**config.mk**
```make
export PLATFORM = sky130hd
export DESIGN_NAME = i2c_cmd_responder_flat
export DESIGN_NICKNAME = d
export VERILOG_FILES = /design/src/rtl/i2c_cmd_responder_pkg.sv /design/src/rtl/i2c_cmd_responder_if.sv /design/src/rtl/i2c_cmd_responder_regs.sv /design/src/rtl/i2c_cmd_responder.sv /design/src/flat_wrapper.sv
export SDC_FILE = /design/constraint.sdc
export NUM_CORES = 1
export LEC_CHECK = 0
export ABC_AREA = 1
export BUFFER_PORTS_ARGS = -buffer_cell sky130_fd_sc_hd__buf_2
export CAP_MARGIN = 40
export CORE_UTILIZATION = 28
export DETAILED_ROUTE_END_ITERATION = 8
export PLACE_DENSITY_LB_ADDON = 0.1
export SLEW_MARGIN = 20
export SYNTH_ARGS = -nofsm -noshare
export SYNTH_HDL_FRONTEND = slang
export SYNTH_SLANG_ARGS = --single-unit
```
**constraint.sdc**
```tcl
create_clock -name clk -period 1.74 [get_ports clk]
set_input_delay 0.087 -clock clk [delete_from_list [all_inputs] [get_ports clk]]
set_output_delay 0.087 -clock clk [all_outputs]
set_load 0.005 [all_outputs]
```
**src/rtl/i2c_cmd_responder_pkg.sv**
```systemverilog
// ----------------------------------------------------------------------------
// i2c_cmd_responder_pkg
// Shared definitions for the on-chip I2C command responder: FSM state
// encodings, command-operation encodings, the value returned on reads to a
// device that is not present, and the flag-priority decode helper.
// ----------------------------------------------------------------------------
package i2c_cmd_responder_pkg;

  typedef enum logic [2:0] {
    ST_IDLE       = 3'd0,
    ST_WRITE_1    = 3'd1,
    ST_WRITE_MULT = 3'd2,
    ST_READ       = 3'd3,
    ST_DRAIN      = 3'd4
  } state_t;

  typedef enum logic [1:0] {
    OP_NONE       = 2'd0,
    OP_WRITE_MULT = 2'd1,
    OP_WRITE_1    = 2'd2,
    OP_READ       = 2'd3
  } op_t;

  // Value seen on a read from an absent device (bus pulled high).
  localparam logic [7:0] IDLE_BUS_BYTE = 8'hFF;

  // Resolve the command flags to one operation: write_multiple beats write,
  // write beats read; no flag means a stop-only / no-op command.
  function automatic op_t decode_op(input logic rd, input logic wr, input logic wm);
    op_t op;
    if (wm) begin
      op = OP_WRITE_MULT;
    end else if (wr) begin
      op = OP_WRITE_1;
    end else if (rd) begin
      op = OP_READ;
    end else begin
      op = OP_NONE;
    end
    return op;
  endfunction

endpackage

```
**src/rtl/i2c_cmd_responder_if.sv**
```systemverilog
// ----------------------------------------------------------------------------
// i2c_cmd_responder_if
// Command / write-data / read-data handshake bundle between an I2C command
// generator (master modport) and the responder (slave modport).
//   cmd_*          : command fields, cmd_valid/cmd_ready handshake
//   data_in*       : write-data stream toward the target
//   data_out*      : read-data stream back to the command generator
// ----------------------------------------------------------------------------
interface i2c_cmd_responder_if;
  logic [6:0] cmd_address;
  logic       cmd_start;
  logic       cmd_read;
  logic       cmd_write;
  logic       cmd_write_multiple;
  logic       cmd_stop;
  logic       cmd_valid;
  logic       cmd_ready;
  logic [7:0] data_in;
  logic       data_in_valid;
  logic       data_in_ready;
  logic       data_in_last;
  logic [7:0] data_out;
  logic       data_out_valid;
  logic       data_out_ready;

  modport master (
    output cmd_address, cmd_start, cmd_read, cmd_write, cmd_write_multiple,
           cmd_stop, cmd_valid, data_in, data_in_valid, data_in_last,
           data_out_ready,
    input  cmd_ready, data_in_ready, data_out, data_out_valid
  );

  modport slave (
    input  cmd_address, cmd_start, cmd_read, cmd_write, cmd_write_multiple,
           cmd_stop, cmd_valid, data_in, data_in_valid, data_in_last,
           data_out_ready,
    output cmd_ready, data_in_ready, data_out, data_out_valid
  );
endinterface

```
**src/rtl/i2c_cmd_responder_regs.sv**
```systemverilog
// ----------------------------------------------------------------------------
// i2c_cmd_responder_regs
// DEPTH x 8-bit register file with a register pointer that auto-increments
// and wraps modulo DEPTH.
//   clk, rst_n : clock, asynchronous active-low reset
//   ptr_load   : load pointer from the low bits of wr_data
//   wr_en      : write wr_data to reg[ptr], then advance pointer
//   ptr_inc    : advance pointer (read consumed)
//   wr_data    : write / pointer-load byte
//   rd_data    : reg[ptr] (combinational read mux)
//   reg_file   : all registers flattened, reg k at [8k+7:8k]
// ----------------------------------------------------------------------------
module i2c_cmd_responder_regs #(
  parameter int DEPTH = 16,
  parameter int PTR_W = 4
) (
  input  logic               clk,
  input  logic               rst_n,
  input  logic               ptr_load,
  input  logic               wr_en,
  input  logic               ptr_inc,
  input  logic [7:0]         wr_data,
  output logic [7:0]         rd_data,
  output logic [DEPTH*8-1:0] reg_file
);

  localparam logic [PTR_W-1:0] PTR_ONE = PTR_W'(1);

  logic [7:0]       mem_r [DEPTH];
  logic [PTR_W-1:0] ptr_r;

  // Pointer: load from first byte, otherwise step on each write or read.
  // DEPTH is a power of two, so natural overflow gives the modulo wrap.
  always_ff @(posedge clk or negedge rst_n) begin
    if (!rst_n) begin
      ptr_r <= {PTR_W{1'b0}};
    end else if (ptr_load) begin
      ptr_r <= wr_data[PTR_W-1:0];
    end else if (wr_en || ptr_inc) begin
      ptr_r <= ptr_r + PTR_ONE;
    end
  end

  // Register array write port.
  always_ff @(posedge clk or negedge rst_n) begin
    if (!rst_n) begin
      for (int k = 0; k < DEPTH; k++) begin
        mem_r[k] <= 8'h00;
      end
    end else if (wr_en) begin
      mem_r[ptr_r] <= wr_data;
    end
  end

  assign rd_data = mem_r[ptr_r];

  // Flatten the array onto the observation bus.
  always_comb begin
    reg_file = {(DEPTH*8){1'b0}};
    for (int k = 0; k < DEPTH; k++) begin
      reg_file[k*8 +: 8] = mem_r[k];
    end
  end

endmodule

```
**src/rtl/i2c_cmd_responder.sv**
```systemverilog
// ----------------------------------------------------------------------------
// i2c_cmd_responder
// Bus-less I2C register-pointer target. Consumes the i2c_master command and
// data handshakes, decodes transfers (first written byte = pointer, further
// bytes write/read registers with auto-increment) against a local register
// file, and answers only to DEV_ADDR.
//   clk, rst_n : clock, asynchronous active-low reset
//   bus        : command / write-data / read-data handshakes (slave side)
//   reg_file   : register contents, reg k at [8k+7:8k]
//   busy       : high while a command's data phase is in progress
//   nack       : one-cycle pulse when a command for another device is accepted
// ----------------------------------------------------------------------------
module i2c_cmd_responder
  import i2c_cmd_responder_pkg::*;
#(
  parameter logic [6:0] DEV_ADDR = 7'h50,
  parameter int         DEPTH    = 16
) (
  input  logic                 clk,
  input  logic                 rst_n,
  i2c_cmd_responder_if.slave   bus,
  output logic [DEPTH*8-1:0]   reg_file,
  output logic                 busy,
  output logic                 nack
);

  localparam int PTR_W = $clog2(DEPTH);

  state_t     state_r;
  state_t     next_state_s;
  op_t        op_s;

  logic       cmd_ready_r;
  logic       data_in_ready_r;
  logic       data_out_valid_r;
  logic [7:0] data_out_r;
  logic       busy_r;

  // Open-transfer tracking.
  logic       xfer_open_r;
  logic [6:0] xfer_addr_r;
  logic       xfer_write_r;
  logic       first_byte_r;

  // Attributes of the command currently in its data phase.
  logic       match_r;
  logic       stop_r;
  logic       mult_r;

  logic       accept_s;
  logic       match_s;
  logic       is_write_s;
  logic       has_data_s;
  logic       new_xfer_s;
  logic       in_hs_s;
  logic       out_hs_s;
  logic       done_s;
  logic       ptr_load_s;
  logic       wr_en_s;
  logic       ptr_inc_s;
  logic [7:0] rd_data_s;

  assign op_s       = decode_op(bus.cmd_read, bus.cmd_write, bus.cmd_write_multiple);
  assign accept_s   = bus.cmd_valid && cmd_ready_r;
  assign match_s    = (bus.cmd_address == DEV_ADDR);
  assign is_write_s = (op_s == OP_WRITE_MULT) || (op_s == OP_WRITE_1);
  assign has_data_s = (op_s != OP_NONE);
  assign in_hs_s    = bus.data_in_valid && data_in_ready_r;
  assign out_hs_s   = data_out_valid_r && bus.data_out_ready;
  assign done_s     = (state_r != ST_IDLE) && (next_state_s == ST_IDLE);

  // A write starts a fresh transfer (pointer byte expected) unless it
  // continues an open write to the same device without a start flag.
  assign new_xfer_s = bus.cmd_start || !xfer_open_r ||
                      (bus.cmd_address != xfer_addr_r) ||
                      (!xfer_write_r && is_write_s);

  // nack is flagged in the accept cycle itself.
  assign nack = accept_s && has_data_s && !match_s;

  // State register.
  always_ff @(posedge clk or negedge rst_n) begin
    if (!rst_n) begin
      state_r <= ST_IDLE;
    end else begin
      state_r <= next_state_s;
    end
  end

  // Next-state decode.
  always_comb begin
    next_state_s = state_r;
    case (state_r)
      ST_IDLE: begin
        if (accept_s) begin
          case (op_s)
            OP_WRITE_MULT: next_state_s = match_s ? ST_WRITE_MULT : ST_DRAIN;
            OP_WRITE_1:    next_state_s = match_s ? ST_WRITE_1 : ST_DRAIN;
            OP_READ:       next_state_s = ST_READ;
            default:       next_state_s = ST_IDLE;
          endcase
        end else begin
          next_state_s = ST_IDLE;
        end
      end
      ST_WRITE_1: begin
        // data_in_last is irrelevant here: a single write takes one byte.
        if (in_hs_s) begin
          next_state_s = ST_IDLE;
        end else begin
          next_state_s = ST_WRITE_1;
        end
      end
      ST_WRITE_MULT: begin
        if (in_hs_s && bus.data_in_last) begin
          next_state_s = ST_IDLE;
        end else begin
          next_state_s = ST_WRITE_MULT;
        end
      end
      ST_READ: begin
        if (out_hs_s) begin
          next_state_s = ST_IDLE;
        end else begin
          next_state_s = ST_READ;
        end
      end
      ST_DRAIN: begin
        if (in_hs_s && (!mult_r || bus.data_in_last)) begin
          next_state_s = ST_IDLE;
        end else begin
          next_state_s = ST_DRAIN;
        end
      end
      default: begin
        next_state_s = ST_IDLE;
      end
    endcase
  end

  // Register-file control strobes derived from the current data handshake.
  always_comb begin
    ptr_load_s = 1'b0;
    wr_en_s    = 1'b0;
    ptr_inc_s  = 1'b0;
    if (in_hs_s && ((state_r == ST_WRITE_1) || (state_r == ST_WRITE_MULT))) begin
      if (first_byte_r) begin
        ptr_load_s = 1'b1;
      end else begin
        wr_en_s = 1'b1;
      end
    end else if (out_hs_s && (state_r == ST_READ) && match_r) begin
      ptr_inc_s = 1'b1;
    end else begin
      ptr_load_s = 1'b0;
    end
  end

  // Transfer tracking: open/close, target address, direction, first byte.
  always_ff @(posedge clk or negedge rst_n) begin
    if (!rst_n) begin
      xfer_open_r  <= 1'b0;
      xfer_addr_r  <= 7'h00;
      xfer_write_r <= 1'b0;
      first_byte_r <= 1'b0;
      match_r      <= 1'b0;
      stop_r       <= 1'b0;
      mult_r       <= 1'b0;
    end else if (accept_s) begin
      match_r <= match_s;
      stop_r  <= bus.cmd_stop;
      mult_r  <= (op_s == OP_WRITE_MULT);
      if (has_data_s) begin
        xfer_open_r  <= 1'b1;
        xfer_addr_r  <= bus.cmd_address;
        xfer_write_r <= is_write_s;
        if (is_write_s) begin
          if (new_xfer_s) begin
            first_byte_r <= 1'b1;
          end
        end else begin
          // Read after write is a repeated start: pointer already set.
          first_byte_r <= 1'b0;
        end
      end else if (bus.cmd_stop) begin
        xfer_open_r <= 1'b0;
      end
    end else begin
      if (done_s && stop_r) begin
        xfer_open_r <= 1'b0;
      end
      if (ptr_load_s) begin
        first_byte_r <= 1'b0;
      end
    end
  end

  // Handshake and status outputs. cmd_ready lags the return to IDLE by one
  // cycle, giving a three-cycle minimum command-to-command spacing.
  always_ff @(posedge clk or negedge rst_n) begin
    if (!rst_n) begin
      cmd_ready_r     <= 1'b0;
      data_in_ready_r <= 1'b0;
      busy_r          <= 1'b0;
    end else begin
      cmd_ready_r     <= (state_r == ST_IDLE) && !accept_s;
      data_in_ready_r <= (next_state_s == ST_WRITE_1) ||
                         (next_state_s == ST_WRITE_MULT) ||
                         (next_state_s == ST_DRAIN);
      busy_r          <= (next_state_s != ST_IDLE);
    end
  end

  // Read data: captured at command accept and held until consumed.
  always_ff @(posedge clk or negedge rst_n) begin
    if (!rst_n) begin
      data_out_valid_r <= 1'b0;
      data_out_r       <= 8'h00;
    end else if (accept_s && (op_s == OP_READ)) begin
      data_out_valid_r <= 1'b1;
      data_out_r       <= match_s ? rd_data_s : IDLE_BUS_BYTE;
    end else if (out_hs_s) begin
      data_out_valid_r <= 1'b0;
      data_out_r       <= 8'h00;
    end
  end

  i2c_cmd_responder_regs #(
    .DEPTH (DEPTH),
    .PTR_W (PTR_W)
  ) u_regs (
    .clk      (clk),
    .rst_n    (rst_n),
    .ptr_load (ptr_load_s),
    .wr_en    (wr_en_s),
    .ptr_inc  (ptr_inc_s),
    .wr_data  (bus.data_in),
    .rd_data  (rd_data_s),
    .reg_file (reg_file)
  );

  assign bus.cmd_ready      = cmd_ready_r;
  assign bus.data_in_ready  = data_in_ready_r;
  assign bus.data_out_valid = data_out_valid_r;
  assign bus.data_out       = data_out_r;
  assign busy               = busy_r;

endmodule

```
**src/flat_wrapper.sv**
```systemverilog
// flat-port wrapper written by rule: the top's interface ports become plain ports
module i2c_cmd_responder_flat import i2c_cmd_responder_pkg::*;
#(
  parameter logic [6:0] DEV_ADDR = 7'h50,
  parameter int         DEPTH    = 16
)
  (clk, rst_n, reg_file, busy, nack, bus_cmd_address, bus_cmd_start, bus_cmd_read, bus_cmd_write, bus_cmd_write_multiple, bus_cmd_stop, bus_cmd_valid, bus_data_in, bus_data_in_valid, bus_data_in_last, bus_data_out_ready, bus_cmd_ready, bus_data_in_ready, bus_data_out, bus_data_out_valid);
  i2c_cmd_responder_if bus_i ();
  input  logic clk;
  input  logic rst_n;
  output logic [DEPTH*8-1:0] reg_file;
  output logic busy;
  output logic nack;
  input wire logic [$bits(bus_i.cmd_address)-1:0] bus_cmd_address;
  input wire logic [$bits(bus_i.cmd_start)-1:0] bus_cmd_start;
  input wire logic [$bits(bus_i.cmd_read)-1:0] bus_cmd_read;
  input wire logic [$bits(bus_i.cmd_write)-1:0] bus_cmd_write;
  input wire logic [$bits(bus_i.cmd_write_multiple)-1:0] bus_cmd_write_multiple;
  input wire logic [$bits(bus_i.cmd_stop)-1:0] bus_cmd_stop;
  input wire logic [$bits(bus_i.cmd_valid)-1:0] bus_cmd_valid;
  input wire logic [$bits(bus_i.data_in)-1:0] bus_data_in;
  input wire logic [$bits(bus_i.data_in_valid)-1:0] bus_data_in_valid;
  input wire logic [$bits(bus_i.data_in_last)-1:0] bus_data_in_last;
  input wire logic [$bits(bus_i.data_out_ready)-1:0] bus_data_out_ready;
  output wire logic [$bits(bus_i.cmd_ready)-1:0] bus_cmd_ready;
  output wire logic [$bits(bus_i.data_in_ready)-1:0] bus_data_in_ready;
  output wire logic [$bits(bus_i.data_out)-1:0] bus_data_out;
  output wire logic [$bits(bus_i.data_out_valid)-1:0] bus_data_out_valid;
  assign bus_i.cmd_address = bus_cmd_address;
  assign bus_i.cmd_start = bus_cmd_start;
  assign bus_i.cmd_read = bus_cmd_read;
  assign bus_i.cmd_write = bus_cmd_write;
  assign bus_i.cmd_write_multiple = bus_cmd_write_multiple;
  assign bus_i.cmd_stop = bus_cmd_stop;
  assign bus_i.cmd_valid = bus_cmd_valid;
  assign bus_i.data_in = bus_data_in;
  assign bus_i.data_in_valid = bus_data_in_valid;
  assign bus_i.data_in_last = bus_data_in_last;
  assign bus_i.data_out_ready = bus_data_out_ready;
  assign bus_cmd_ready = bus_i.cmd_ready;
  assign bus_data_in_ready = bus_i.data_in_ready;
  assign bus_data_out = bus_i.data_out;
  assign bus_data_out_valid = bus_i.data_out_valid;
  i2c_cmd_responder #(.DEV_ADDR(DEV_ADDR), .DEPTH(DEPTH)) u_core (.clk(clk), .rst_n(rst_n), .bus(bus_i), .reg_file(reg_file), .busy(busy), .nack(nack));
endmodule
```
==> out/results.txt <==
Pre-CTS setup slack = 0.0516 ns
Area growth from synthesis to layout = 29.1%
Mapped Area = 7560 um^2
CTS tree = yes
Setup Skew = 0.0118 ns
CP arrival = 2.02 ns
CP max stage delay = 0.45 ns
CP required = 2.08 ns
Flops & latches, synth = 160
Final cell utilization of the core = 0.371
Synth Instances = 903
Worst setup margin = 0.0512 ns
Max-cap violations = 0
Syn Nets = 937
CP max stage cell = dfrtp_2
VDD IR max = 589 uV
Pleak = 5.00 nW
Main synth FF type = dfrtp_1
Synth area leader = dfrtp_1
Drt pass-1 iters = 6
Routed wire per std cell = 18.1 um
Fmax = 592 MHz
ANT cells = 0
Design area = 9760 um^2
Die ar. = 27700 um^2
H-tree depth = 4
Row count = 59
Initial antenna violation count = 0
Io pins = 167
Initial Util = 0.288
Placed standard-cell area = 8940 um^2
Total GRT Usage = 0.194
Outcome = finished with violations
Hold Slack = 0.0360 ns
Distinct cells, synth = 33
Vias per cell = 4.70
Die Span X = 166 um
DRC viols = 9
Fin crit share = 0.971
Layout cells sized above 1 = 0.251
CTS sink cnt = 160
Detail Placement HPWL = 19.0 mm
Kind of critical path = reg -> reg
Clk Latency, worst-skew pair = 0.43 ns
CP max FO = 16
Final setup fails = 0
CP Cell Sequence = buf_4 -> ha_1 -> nand3_2 -> inv_2 -> nand2_2 -> o21ai_0
Clock Tree Buf Depth = 2
Async SR Flop Fraction = 1.00
# port buffers = 166
Largest net degree at the start of global routing = 47
Avg Inst Size Synth = 8.37 um^2
1st-iter DRT viols = 398
Hold Crit Class = in -> reg
Post-synth top area share = 0.530
Number of synthesized flops with an enable pin = 0
Setup crit start kind = flop
Root Driver = clkbuf_16
Most area-consuming cells after synthesis = dfrtp_1 (53%), nand2_1 (12%), o21ai_1 (7.0%)
Syn. warnings = 0
First-pass GRT wire length = 40.8 mm
RSZ-0062 raised after global routing = true
Num CTS Buffers = 17
Least-Margin Pin Slew = 0.505 ns
GR Overflow Total = 0
Element type at the critical path end = flop
Fin nets = 1129
Final Hold Viols = 0
Chip height = 166 um
Failing checks = design-rule violations
Fin crit period = 1.69 ns
ANT nets after route = 0
Count of pins over their slew limit = 0
Via count = 6780
Setup_tns = 0 ns
Clk slew on worst S/H paths = 0.07 ns
Pwr/cell area = 1490 nW/um^2
RePlAce Congestion = 0.791
Final WL = 26.1 mm
Vias in the first global route = 6694
Register area share after synthesis = 0.530
Core ar. = 26300 um^2
Slew HR = 0.664
[cell usage after synthesis, types with 8 or more instances]
library cell	number
ha_1	8
dfrtp_1	160
o21ai_1	105
nand2_1	239
buf_2	9
a21oi_1	15
o22ai_1	34
o21a_1	8
clkbuf_1	26
nor2_1	88
inv_1	46
o21ai_0	93
nand3_1	15
nand2_2	15
buf_6	14
[cell type report]
class                   instances  area, um^2
fillers                      2763       16500
flip-flops and latches        160        4010
multi-input cells             643        3100
repair buffers                223        1430
clock buffers                  17         425
well taps                     335         419
clock inverters                15         195
inverters                      50         190
[state kept, by name, indices dropped and copies added, names as in the netlist, 3 cells and up]
signal                  cells
u_core.bus.data_out         8
u_core.state_r              3
u_core.xfer_addr_r          7
u_core.u_regs.reg_file    128
u_core.u_regs.ptr_r         4
[per-stage QoR]
| stage | std cells | power [mW] |
|---|---|---|
| final | 1443 | 14.5 |
| after global routing | 1443 | 15.6 |
| after CTS | 1441 | 14.5 |
| after detailed placement | 1398 | 10.4 |
| after global placement | 1398 | 10.4 |
| after floorplan | 903 | 8.09 |
[where the power goes]
group	leakage (nW)	switching, mW	total [mW]	internal, mW
combinational	2.51	3.20	5.37	2.17
clock	0.303	1.72	4.03	2.31
sequential	2.18	0.638	5.10	4.47
total	5.00	5.56	14.5	8.94
[cell usage in the layout (no fill, tap or decap), types with 2 or more instances in the layout]
cell type,Yosys,routed
nand2_4,1,7
ha_1,8,8
nor2_1,88,88
o21ai_1,105,111
dlygate4sd3_1,0,11
nand2_1,239,239
xnor2_1,3,3
buf_4,1,35
a21oi_1,15,15
inv_8,0,2
o21ai_0,93,87
o22ai_1,34,34
bufinv_16,0,3
nor2_4,3,3
inv_6,0,6
inv_2,3,3
nand3_2,2,3
or2_2,3,3
dfrtp_1,160,159
buf_2,9,165
buf_6,14,2
nand3_1,15,14
a211oi_1,2,2
clkbuf_16,0,18
inv_1,46,45
clkinv_4,0,2
o21a_1,8,8
buf_12,0,9
nand2_2,15,9
[per-layer routing]
metal  up-vias  part of all wire  wire length, um  GRT usage
met5         -                 0                0          0
met4         0             0.015              401     0.0511
met3        27             0.040             1050     0.0367
met2       166              0.47            12400      0.324
met1      3209              0.47            12300      0.258
li1       3378                 -                -          -
[critical path: cells and delay by family, from the launching register on]
kind                       cells  cell delay, ns
buffers and inverters          2            0.34
AOI/OAI and AO/OA              1            0.24
and+or+nand+nor                2            0.35
adders and majority gates      1            0.22
DFF                            1            0.45
[final timing paths]
kind | from | to | slack (ns) | depth (start not counted)
max | u_core.u_regs.ptr_r[0] | u_core.u_regs.reg_file[124] | 0.05 | 6
max reg2reg | u_core.u_regs.ptr_r[0] | u_core.u_regs.reg_file[124] | 0.05 | 6
min | bus_data_out_ready | u_core.state_r[0] | 0.04 | 4
max in group asynchronous | rst_n | u_core.u_regs.reg_file[5] | 0.95 | 3
min reg2reg | u_core.bus.data_out[5] | u_core.bus.data_out[5] | 0.48 | 2
min in group asynchronous | rst_n | u_core.u_regs.reg_file[100] | 0.16 | 2
[logic make-up (layout without fill, tap and decap cells)]
| logic type | Yosys count | after routing | synth area share |
|---|---|---|---|
| DFF | 160 | 160 | 0.530 |
| adders and majority gates | 8 | 8 | 0.0132 |
| and+or+nand+nor | 370 | 370 | 0.202 |
| xor gates and xnor gates | 4 | 4 | 0.00464 |
| AOI/OAI and AO/OA | 261 | 261 | 0.185 |
| buffers and inverters | 100 | 305 | 0.0655 |
[repair_timing]
| action | in CTS | in global routing |
|---|---|---|
| hold buffers | 11 | 0 |
| gates resized for setup | 0 | 15 |
| endpoints found under the hold margin | 77 | 0 |
| buffers inserted | 0 | 1 |
| endpoints found under the setup margin | 0 | 105 |
Note: power is estimated with default switching activity, not from simulation.
